===== src/rtl/mem_addr_router.sv =====
// Routes core data-port requests to main memory, debug memory or an internal
// error responder, tracking outstanding requests so responses stay in order.
module mem_addr_router #(
  parameter logic [31:0] MAIN_BASE       = 32'h1000_0000,
  parameter logic [31:0] DBG_BASE        = 32'h2000_0000,
  parameter int          MAX_OUTSTANDING = 2,
  parameter logic [31:0] ERR_RDATA       = 32'hBADA_DD00
) (
  input  logic        clk,
  input  logic        rst,
  input  logic        core_valid,
  output logic        core_ready,
  input  logic [31:0] core_addr,
  input  logic        core_write_en,
  input  logic [3:0]  core_byte_en,
  input  logic [31:0] core_wdata,
  output logic        core_rvalid,
  output logic [31:0] core_rdata,
  output logic        core_err,
  output logic        mainmem_valid,
  input  logic        mainmem_ready,
  output logic [31:0] mainmem_addr,
  output logic        mainmem_write_en,
  output logic [3:0]  mainmem_byte_en,
  output logic [31:0] mainmem_wdata,
  input  logic        mainmem_rvalid,
  input  logic [31:0] mainmem_rdata,
  output logic        dbgmem_valid,
  input  logic        dbgmem_ready,
  output logic [31:0] dbgmem_addr,
  output logic        dbgmem_write_en,
  output logic [3:0]  dbgmem_byte_en,
  output logic [31:0] dbgmem_wdata,
  input  logic        dbgmem_rvalid,
  input  logic [31:0] dbgmem_rdata
);

  localparam logic [1:0] TGT_MAIN = 2'd0;
  localparam logic [1:0] TGT_DBG  = 2'd1;
  localparam logic [1:0] TGT_UNM  = 2'd2;
  localparam logic [2:0] MAX_CNT  = 3'(MAX_OUTSTANDING);

  logic [1:0] sel_tgt;
  logic [1:0] tgt_q;
  logic [1:0] rsp_tgt;
  logic [2:0] count_q;
  logic       unm_rsp_q;
  logic       rst_q;
  logic       hold;
  logic       blocked;
  logic       accept;
  logic       rsp;
  logic       stall_q;

  always_comb begin
    if (core_addr >= DBG_BASE)       sel_tgt = TGT_DBG;
    else if (core_addr >= MAIN_BASE) sel_tgt = TGT_MAIN;
    else                             sel_tgt = TGT_UNM;
  end

  assign mainmem_addr     = core_addr;
  assign mainmem_write_en = core_write_en;
  assign mainmem_byte_en  = core_byte_en;
  assign mainmem_wdata    = core_wdata;
  assign dbgmem_addr      = core_addr - DBG_BASE;
  assign dbgmem_write_en  = core_write_en;
  assign dbgmem_byte_en   = core_byte_en;
  assign dbgmem_wdata     = core_wdata;

  // The handshake is held off during reset and for one cycle after it.
  assign hold    = rst | rst_q;
  assign blocked = (count_q == MAX_CNT) || ((count_q != 3'd0) && (sel_tgt != tgt_q));

  always_comb begin
    mainmem_valid = 1'b0;
    dbgmem_valid  = 1'b0;
    core_ready    = 1'b0;
    if (!hold && !blocked) begin
      case (sel_tgt)
        TGT_MAIN: begin
          mainmem_valid = core_valid;
          core_ready    = mainmem_ready;
        end
        TGT_DBG: begin
          dbgmem_valid = core_valid;
          core_ready   = dbgmem_ready;
        end
        default: core_ready = 1'b1;
      endcase
    end
  end

  assign accept = core_valid & core_ready;

  // With nothing outstanding, a same-cycle response belongs to the request
  // being accepted right now.
  assign rsp_tgt = (count_q == 3'd0) ? sel_tgt : tgt_q;

  always_comb begin
    rsp        = 1'b0;
    core_rdata = 32'd0;
    if (!hold) begin
      case (rsp_tgt)
        TGT_MAIN: core_rdata = mainmem_rdata;
        TGT_DBG:  core_rdata = dbgmem_rdata;
        default:  core_rdata = ERR_RDATA;
      endcase
      if ((count_q != 3'd0) || accept) begin
        case (rsp_tgt)
          TGT_MAIN: rsp = mainmem_rvalid;
          TGT_DBG:  rsp = dbgmem_rvalid;
          default:  rsp = unm_rsp_q && (count_q != 3'd0);
        endcase
      end
    end
  end

  assign core_rvalid = rsp;
  assign core_err    = rsp && (rsp_tgt == TGT_UNM);

  always_ff @(posedge clk) begin
    rst_q <= rst;
    if (rst) begin
      count_q   <= 3'd0;
      tgt_q     <= TGT_MAIN;
      unm_rsp_q <= 1'b0;
      stall_q   <= 1'b0;
    end else begin
      if (accept) tgt_q <= sel_tgt;
      count_q   <= count_q + {2'b00, accept} - {2'b00, rsp};
      unm_rsp_q <= accept && (sel_tgt == TGT_UNM);
      stall_q   <= core_valid && !core_ready && !blocked && !hold;
    end
  end

`ifndef SYNTHESIS
  always_ff @(posedge clk) begin
    if (!rst) begin
      assert (!(accept && !rsp && (count_q == MAX_CNT)));
      assert (!(rsp && !accept && (count_q == 3'd0)));
      if (stall_q) assert (core_valid);
    end
  end
`endif

endmodule


===== config.mk =====
export PLATFORM = sky130hd
export DESIGN_NAME = mem_addr_router
export DESIGN_NICKNAME = d
export VERILOG_FILES = /design/src/rtl/mem_addr_router.sv
export SDC_FILE = /design/constraint.sdc
export NUM_CORES = 1
export LEC_CHECK = 0
export CORE_AREA = 2 2 124 126
export CTS_CLUSTER_DIAMETER = 80
export DETAILED_ROUTE_END_ITERATION = 10
export DIE_AREA = 0 0 126 128
export PLACE_DENSITY = 0.52
export SLEW_MARGIN = 40
export SYNTH_ARGS = -nofsm -noshare
export SYNTH_HDL_FRONTEND = slang
export SYNTH_SLANG_ARGS = --single-unit
export TNS_END_PERCENT = 1

===== constraint.sdc =====
create_clock -name clk -period 4.05 [get_ports clk]
set_input_delay 1.0125 -clock clk [delete_from_list [all_inputs] [get_ports clk]]
set_output_delay 1.0125 -clock clk [all_outputs]
set_load 0.01 [all_outputs]

# Yosys cells after proc, flatten, opt, wreduce, memory -nomap -nowiden
# Cells that the tools add are included.
# op_classes
n_addsub	3
order_cmp	2
n_eq_ne	6
n_mux	14
bitwise	2
reduce_logical	13
# op_table
cell	n
$pmux W32 S2	1
$ge A32 B29 Y1 const B	1
$ge A32 B30 Y1 const B	1
$mux W32	1
$sub A32 B30 Y32 const B	1
$mux W1	7
$mux W2	3
$logic_and A1 B1 Y1	5
$eq A2 B1 Y1 const B	2
$eq A2 B2 Y1 const B	2
$logic_not A2 Y1	2
$pmux W1 S2	2
$add A3 B1 Y3	1
$eq A3 B2 Y1 const B	1
$logic_not A3 Y1	1
$reduce_bool A3 Y1	1
$sub A3 B1 Y3	1
$logic_not A1 Y1	2
$logic_or A1 B1 Y1	2
$ne A2 B2 Y1	1
$and A1 B1 Y1	1
$or A1 B1 Y1	1
# word_totals
ff_bits	7
input_bits	140
out_inout_bits	175
wordCells	44

# Logic depth before layout (Yosys ltp)
# Gate-level depths: netlist of the first run.
# depth
word_depth	14
ltp_mapped	11
ltp_nobuf	11

# Worst setup path before layout of the first run
# OpenSTA, ideal clock, no wires.
# synth_timing
kind	input port to flip-flop
start	in core_addr[31]
end	reg count_q[2]
setup_ns	0.115
t_arrival_ns	3.265
t_required_ns	3.935
path_slack_ns	0.671
cell_stages	11
n_path_buf	0
path_cell_list	nor4b_1 > mux2i_1 > o221ai_1 > a21oi_1 > ha_1 > inv_1 > ha_1 > fa_1 > xnor2_1 > xnor2_1 > nor2_1
# synth_between
elab_chain_len	14
elab_cells_between_ends	23
classes_between	2 x add/sub; 2 x order compare; 3 x eq/ne; 8 x mux; 1 x bitwise; 7 x reduce/logical
# synth_lines
element	line_no	source
start, declared	13	input logic [31:0] core_addr,
$ge A32 B29 Y1	57	else if (core_addr >= MAIN_BASE) sel_tgt = TGT_MAIN;
$mux W2	57	
$mux W2 (*)	56	if (core_addr >= DBG_BASE) sel_tgt = TGT_DBG;
$ne A2 B2 Y1	72	assign blocked = (count_q == MAX_CNT) || ((count_q != 3'd0) && (sel_tgt != tgt_q));
$logic_and A1 B1 Y1	72	
$logic_or A1 B1 Y1	72	
$logic_not A1 Y1	n/a	
$logic_and A1 B1 Y1	78	if (!hold && !blocked) begin
$mux W1	78	
$and A1 B1 Y1	93	assign accept = core_valid & core_ready;
$logic_or A1 B1 Y1	108	if ((count_q != 3'd0) || accept) begin
$mux W1 (*)	108	
$mux W1 (*)	102	if (!hold) begin
named net core_rvalid	17	output logic core_rvalid,
$sub A3 B1 Y3 (*)	130	count_q <= count_q + {2'b00, accept} - {2'b00, rsp};
end signal, assigned	130	
end, declared	46	logic [2:0] count_q;
# Mark *: on every way through the listed nets, which the timed path passes. The rest lies on a longest branch.
# A chain may end at the register's enable or synchronous reset.

# Worst setup path in the final report of the first run
# layout_timing
start	in core_addr[28]
end	out core_rdata[25]
# layout_between
elab_chain_len	7
elab_cells_between_ends	9
classes_between	2 x order compare; 1 x eq/ne; 5 x mux; 1 x reduce/logical
# layout_lines
element	line_no	source
$ge A32 B29 Y1	57	
$mux W2	57	
$mux W2 (*)	56	
$mux W2 (*)	97	assign rsp_tgt = (count_q == 3'd0) ? sel_tgt : tgt_q;
$eq A2 B1 Y1 or $logic_not A2 Y1 (tied branches)	103	case (rsp_tgt)
$pmux W32 S2 (*)	103	
$mux W32 (*)	102	
end, declared	18	output logic [31:0] core_rdata,
# Mark *: on every way between the ends. The rest lies on a longest branch, timed or not.

==> results of run 1 <==
-- synthesized netlist by cell type (3+ instances only) --
master      n
buf_4     136
nor2_1     21
dfxtp_1     7
o221a_1    16
xnor2_1     3
buf_2       3
nand2b_1    5
inv_1       7
ha_1        3
mux2i_1     4
a22oi_1    16
-- registers in the layout, summed over array words and instances, names as in the netlist --
register / count
rst_q: 1
unm_rsp_q: 1
tgt_q: 2
count_q: 3
-- path summary, 6_finish.rpt --
check                start              to  depth (start not counted)  slack [ns]
max          core_addr[28]  core_rdata[25]                          7        0.07
min               tgt_q[1]        tgt_q[1]                          2        0.53
max reg2reg     count_q[1]      count_q[2]                         12        1.02
min reg2reg       tgt_q[1]        tgt_q[1]                          2        0.53
-- report_power, final --
part           switching [W]  internal [W]
sequential         0.0000161     0.0000803
combinational       0.000318      0.000373
clock              0.0000337      0.000131
total               0.000367      0.000584
-- cells by family after synthesis --
group	Yosys count	synth area share, %
and+or+nand+nor	38	10.5
buffers and inverters	149	55.0
DFF	7	7.18
AOI/OAI and AO/OA	40	18.6
adders and majority gates	4	2.95
xor gates and xnor gates	4	1.80
muxes	7	3.97
-- stage by stage --
stage                     instance area (µm²)  worst slack [ns]  hold slack, ns
after global routing                     2560           -0.0353           0.576
after CTS                                2530           0.00457           0.537
after floorplan                          1950             0.671           0.496
after global placement                   2460            -0.220           0.529
after detailed placement                 2460            -0.242           0.532
final                                    2560            0.0701           0.534
-- worst max-delay path, stage by stage --
cell             delay [ns]
clkdlybuf4s50_1        0.44
nor4b_2                0.17
buf_4                  0.15
mux2i_2                0.18
buf_4                  0.21
o221a_1                0.24
clkdlybuf4s50_1        0.55
-- per-layer routing --
| metal | vias to the layer above | GRT usage [%] | routed length (µm) | part of all wire (%) |
|---|---|---|---|---|
| li1 | 709 | - | - | - |
| met3 | 47 | 2.46 | 775 | 12 |
| met2 | 136 | 13.3 | 3170 | 51 |
| met1 | 673 | 6.20 | 1870 | 30 |
| met5 | - | 0 | 0 | 0 |
| met4 | 0 | 5.62 | 441 | 7.0 |
-- timing repair --
action	CTS	global route
pin swaps	0	1
hold buffers	0	0
gates cloned	0	0
setup endpoints to repair	35	26
resized for setup	3	8
-- cell type report --
| cell class | count | area (µm²) | share of cell area, % |
|---|---|---|---|
| tap | 188 | 235 | 9.20 |
| clock buffer | 4 | 78.8 | 3.08 |
| multi-input combinational | 93 | 748 | 29.3 |
| sequential | 7 | 140 | 5.48 |
| timing repair buffer | 134 | 1330 | 51.9 |
| inverter | 7 | 26.3 | 1.03 |
==> impl_metrics.tcl, run 1 <==
set metrics [dict create \
    pwr_density_cell_nw_per_um2 372 \
    total_leakage_power_nw 1.02 \
    syn_to_final_growth_pct 31.0 \
    synth_nets 393 \
    num_io_pins 315 \
    required_ns 3.04 \
    drc 0 \
    critPathCaptureType "output port" \
    max_cap_viol_count 0 \
    die_x_um 126 \
    final_cells 433 \
    hpwl_mm 5.51 \
    ant_nets 0 \
    slew_headroom_pct 65.2 \
    start_util_pct 13.1 \
    vias 1565 \
    cts-buffers-inserted 3 \
    wl_per_cell_um 14.5 \
    async_flop_share_pct 0 \
    rsz0062_at_grt "yes" \
    numPortBuffers 119 \
    synth_cells 249 \
    synthFlopType "dfxtp_1" \
    ys_ff_latch 7 \
    maxSlewViolCount 0 \
    clock_latency_ns 0.23 \
    finalCritPeriodShare_pct 98.3 \
    row_count 45 \
    ys_types 35 \
    period_needed_ns 3.98 \
    overflow 0 \
    path_class "in -> out" \
    synthesis.area_um2 1950 \
    hold_path.class "reg -> reg" \
    htree_levels 1 \
    synth_warnings 0 \
    grt_start_max_net_pins 17 \
    cp-start-kind "primary input" \
    coreArea_um2 14900 \
    finalWirelength_mm 6.26 \
    cts.sinks 7 \
    synthTopCellsByArea "buf_4 (52%), o221a_1 (9.2%), dfxtp_1 (7.2%)" \
    grt_pass1_wl_mm 8.98 \
    seq_area_frac_synth_pct 7.18 \
    antenna_found_initial 0 \
    nets 390 \
    synth-edff-count 0 \
    skew_ns 0.000235 \
    power.total_w 0.000951 \
    final_cell_mix "clkdlybuf4s50_1 (110), nor2_1 (21), a22oi_1 (16), o221a_1 (16), buf_4 (14)" \
    ir_drop_mv 0.139 \
    syn_avg_cell_area_um2 7.84 \
    vias_per_cell 3.61 \
    grt_pass1_vias 1641 \
    status "finished, final reports clean" \
    setup_viol_count_final 0 \
    yosys.area.top_type "buf_4" \
    arrival_ns 2.97 \
    drt_iter0_drc 32 \
    worst-path-max-fanout 10 \
    synth_top_cell_area_share_pct 52.3 \
    place_congestion 0.794 \
    grtUsageTotal_pct 7.13 \
    dieArea_um2 16100 \
    max_freq_mhz 251 \
    layout_commonest_cell "clkdlybuf4s50_1" \
    clockBufferDepth 2 \
    post-cts-setup-buffers 0 \
    drive_gt1_share_pct 10.2 \
    setup_tns_ns 0 \
    num-fill-cells 1693 \
    clock-root-buffer "clkbuf_16" \
    antenna_cells 0 \
    tightest_slew_ns 0.521 \
    clk_pin_slew_ns 0.03 \
    first_pass_iters 4 \
    dieHeight_um 128 \
    final_core_util_pct 17.2 \
    hold_viol 0 \
    cts_tree "built" \
    placed_cells 429 \
]
(Power assumes the default switching activity.)
==> run 2, diff against run 1 <==
- CELL_PAD_IN_SITES_DETAIL_PLACEMENT: not set -> 0
- CELL_PAD_IN_SITES_GLOBAL_PLACEMENT: not set -> 1
- CORE_AREA: 2 2 124 126 -> not set
- CORE_UTILIZATION: not set -> 13
- DIE_AREA: 0 0 126 128 -> not set
- PLACE_DENSITY: 0.52 -> not set
- PLACE_DENSITY_LB_ADDON: not set -> 0.1
==> run 2 against run 1 <==
  * Combinational power is 6.7% higher
  * Total power is 5.5% higher
  * Worst hold slack better by 0.020 ns
  * Flip-flop and latch count stayed put
  * Non-clock buffer count is 9 higher
  * Register-to-register slack better by 0.14 ns
  * Global-route usage is 0.81 points higher
  * Critical path depth is 1 higher
  * Clock skew is 0.0019 ns higher
  * Critical endpoint is now core_rdata[21]
==> impl_metrics.tcl, run 2 (synthesized netlist as in run 1, its figures left out) <==
set metrics [dict create \
    place_congestion 0.645 \
    max_cap_viol_count 0 \
    cts-buffers-inserted 3 \
    slew_headroom_pct 68.8 \
    first_pass_iters 4 \
    post-cts-setup-buffers 0 \
    antenna_found_initial 0 \
    syn_to_final_growth_pct 35.8 \
    drc 0 \
    die_x_um 125 \
    finalCritPeriodShare_pct 97.2 \
    r2r_cells 11 \
    path_class "in -> out" \
    wl_per_cell_um 14.5 \
    finalWirelength_mm 6.35 \
    reg2reg_from "count_q[1]" \
    clock_latency_ns 0.23 \
    clockBufferDepth 2 \
    cpMaxStageDelayCell "clkdlybuf4s50_1" \
    clk_pin_slew_ns 0.04 \
    startpoint "core_addr[28]" \
    reg.largest.list "count_q (3), tgt_q (2)" \
    crit_family "buffers and inverters" \
    drt_iter0_drc 28 \
    dieHeight_um 125 \
    drive_gt1_share_pct 14.2 \
    skew_ns 0.00214 \
    nets 399 \
    ant_nets 0 \
    r2r-end "count_q[2]" \
    hpwl_mm 5.35 \
    overflow 0 \
    coreArea_um2 14600 \
    clock-root-buffer "clkbuf_16" \
    cp_num_cells 8 \
    numPortBuffers 119 \
    grtUsageTotal_pct 7.93 \
    cp_num_buf_inv 4 \
    largest_register_ffs 3 \
    max_flop_register "count_q" \
    row_count 44 \
    total_leakage_power_nw 1.13 \
    final_cell_mix "clkdlybuf4s50_1 (106), buf_4 (24), nor2_1 (21)" \
    setup_viol_count_final 0 \
    setup_tns_ns 0 \
    status "finished, final reports clean" \
    critPathCaptureType "output port" \
    arrival_ns 2.93 \
    final_cell_area_um2 2650 \
    htree_levels 1 \
    num_io_pins 315 \
    worstSetupEndpoint "core_rdata[21]" \
    tightest_slew_ns 0.466 \
    hold_viol 0 \
    vias_per_cell 3.57 \
    antenna_cells 0 \
    period_needed_ns 3.94 \
    ir_drop_mv 0.118 \
    placed_area_um2 2510 \
    maxSlewViolCount 0 \
    grt_pass1_wl_mm 9.65 \
    rrSetupSlack_ns 1.16 \
    required_ns 3.04 \
    hold_buffers 0 \
    start_util_pct 13.4 \
    dieArea_um2 15500 \
    max_freq_mhz 254 \
    vias 1563 \
    rsz0062_at_grt "no" \
    worst-path-max-fanout 8 \
    hold_path.class "reg -> reg" \
    cts.sinks 7 \
    cpPeakStageDelay_ns 0.54 \
    final_core_util_pct 18.2 \
    grt_start_max_net_pins 17 \
    cp_cell_sequence "clkdlybuf4s50_1 > nor4b_4 > buf_4 > mux2_4 > buf_4 > a22oi_1 > nor2_1 > clkdlybuf4s50_1" \
    grt_pass1_vias 1745 \
    layout_commonest_cell "clkdlybuf4s50_1" \
    cts_tree "built" \
    pwr_density_cell_nw_per_um2 378 \
    cp-start-kind "primary input" \
]
-- run 2: power by group --
part           total [W]  internal, W  switching, W
logic           0.000736     0.000395      0.000341
registers      0.0000967    0.0000802     0.0000165
clock network   0.000170     0.000131     0.0000389
-- run 2: cell type report --
cell class	count	area (µm²)
fillers	1622	11900
inverters	7	26.3
flip-flops and latches	7	140
well taps	184	230
multi-input cells	93	786
repair buffers	143	1390
clock buffers	4	78.8
-- run 2: worst reg2reg max path: stages (launching register included) --
cell and delay (ns):
dfxtp_1 0.35, nor3_4 0.45, mux2_4 0.38, o221ai_1 0.27, a21oi_2 0.08, ha_1 0.29
inv_1 0.04, ha_1 0.18, fa_1 0.38, xnor2_1 0.18, xnor2_1 0.14, nor2_1 0.05
-- run 2: per-stage QoR --
| stage | power, W | setup slack (ns) | hold WS [ns] | instances |
|---|---|---|---|---|
| finish | 0.00100 | 0.112 | 0.554 | 438 |
| global route | 0.00109 | 0.000929 | 0.603 | 438 |
| CTS | 0.00104 | 0.0243 | 0.565 | 438 |
| detailed placement | 0.000834 | -0.378 | 0.560 | 434 |
| global placement | 0.000847 | -0.279 | 0.552 | 434 |
| floorplan | 0.000586 | 0.671 | 0.496 | 249 |
-- run 2: how the worst min path moves through the flow --
stage / from / slack (ns) / end / cells past startpoint
after floorplan: tgt_q[1] / 0.50 / tgt_q[1] / 2
after global placement: tgt_q[1] / 0.55 / tgt_q[1] / 2
after detailed placement: tgt_q[1] / 0.56 / tgt_q[1] / 2
after CTS: tgt_q[1] / 0.57 / tgt_q[1] / 2
after global routing: tgt_q[1] / 0.60 / tgt_q[1] / 2
final: tgt_q[1] / 0.55 / tgt_q[1] / 2
-- run 2: timing repair --
action,4_1_cts,5_1_grt
setup endpoints to repair,35,11
pin swaps,1,0
gates resized for setup,11,10
-- run 2: per-layer routing --
metal	global-route usage, %	part of all wire (%)	vias up
li1	-	-	728
met1	8.56	38	677
met2	13.8	48	106
met3	1.37	8.1	52
met4	5.88	5.9	0
met5	0	0	-
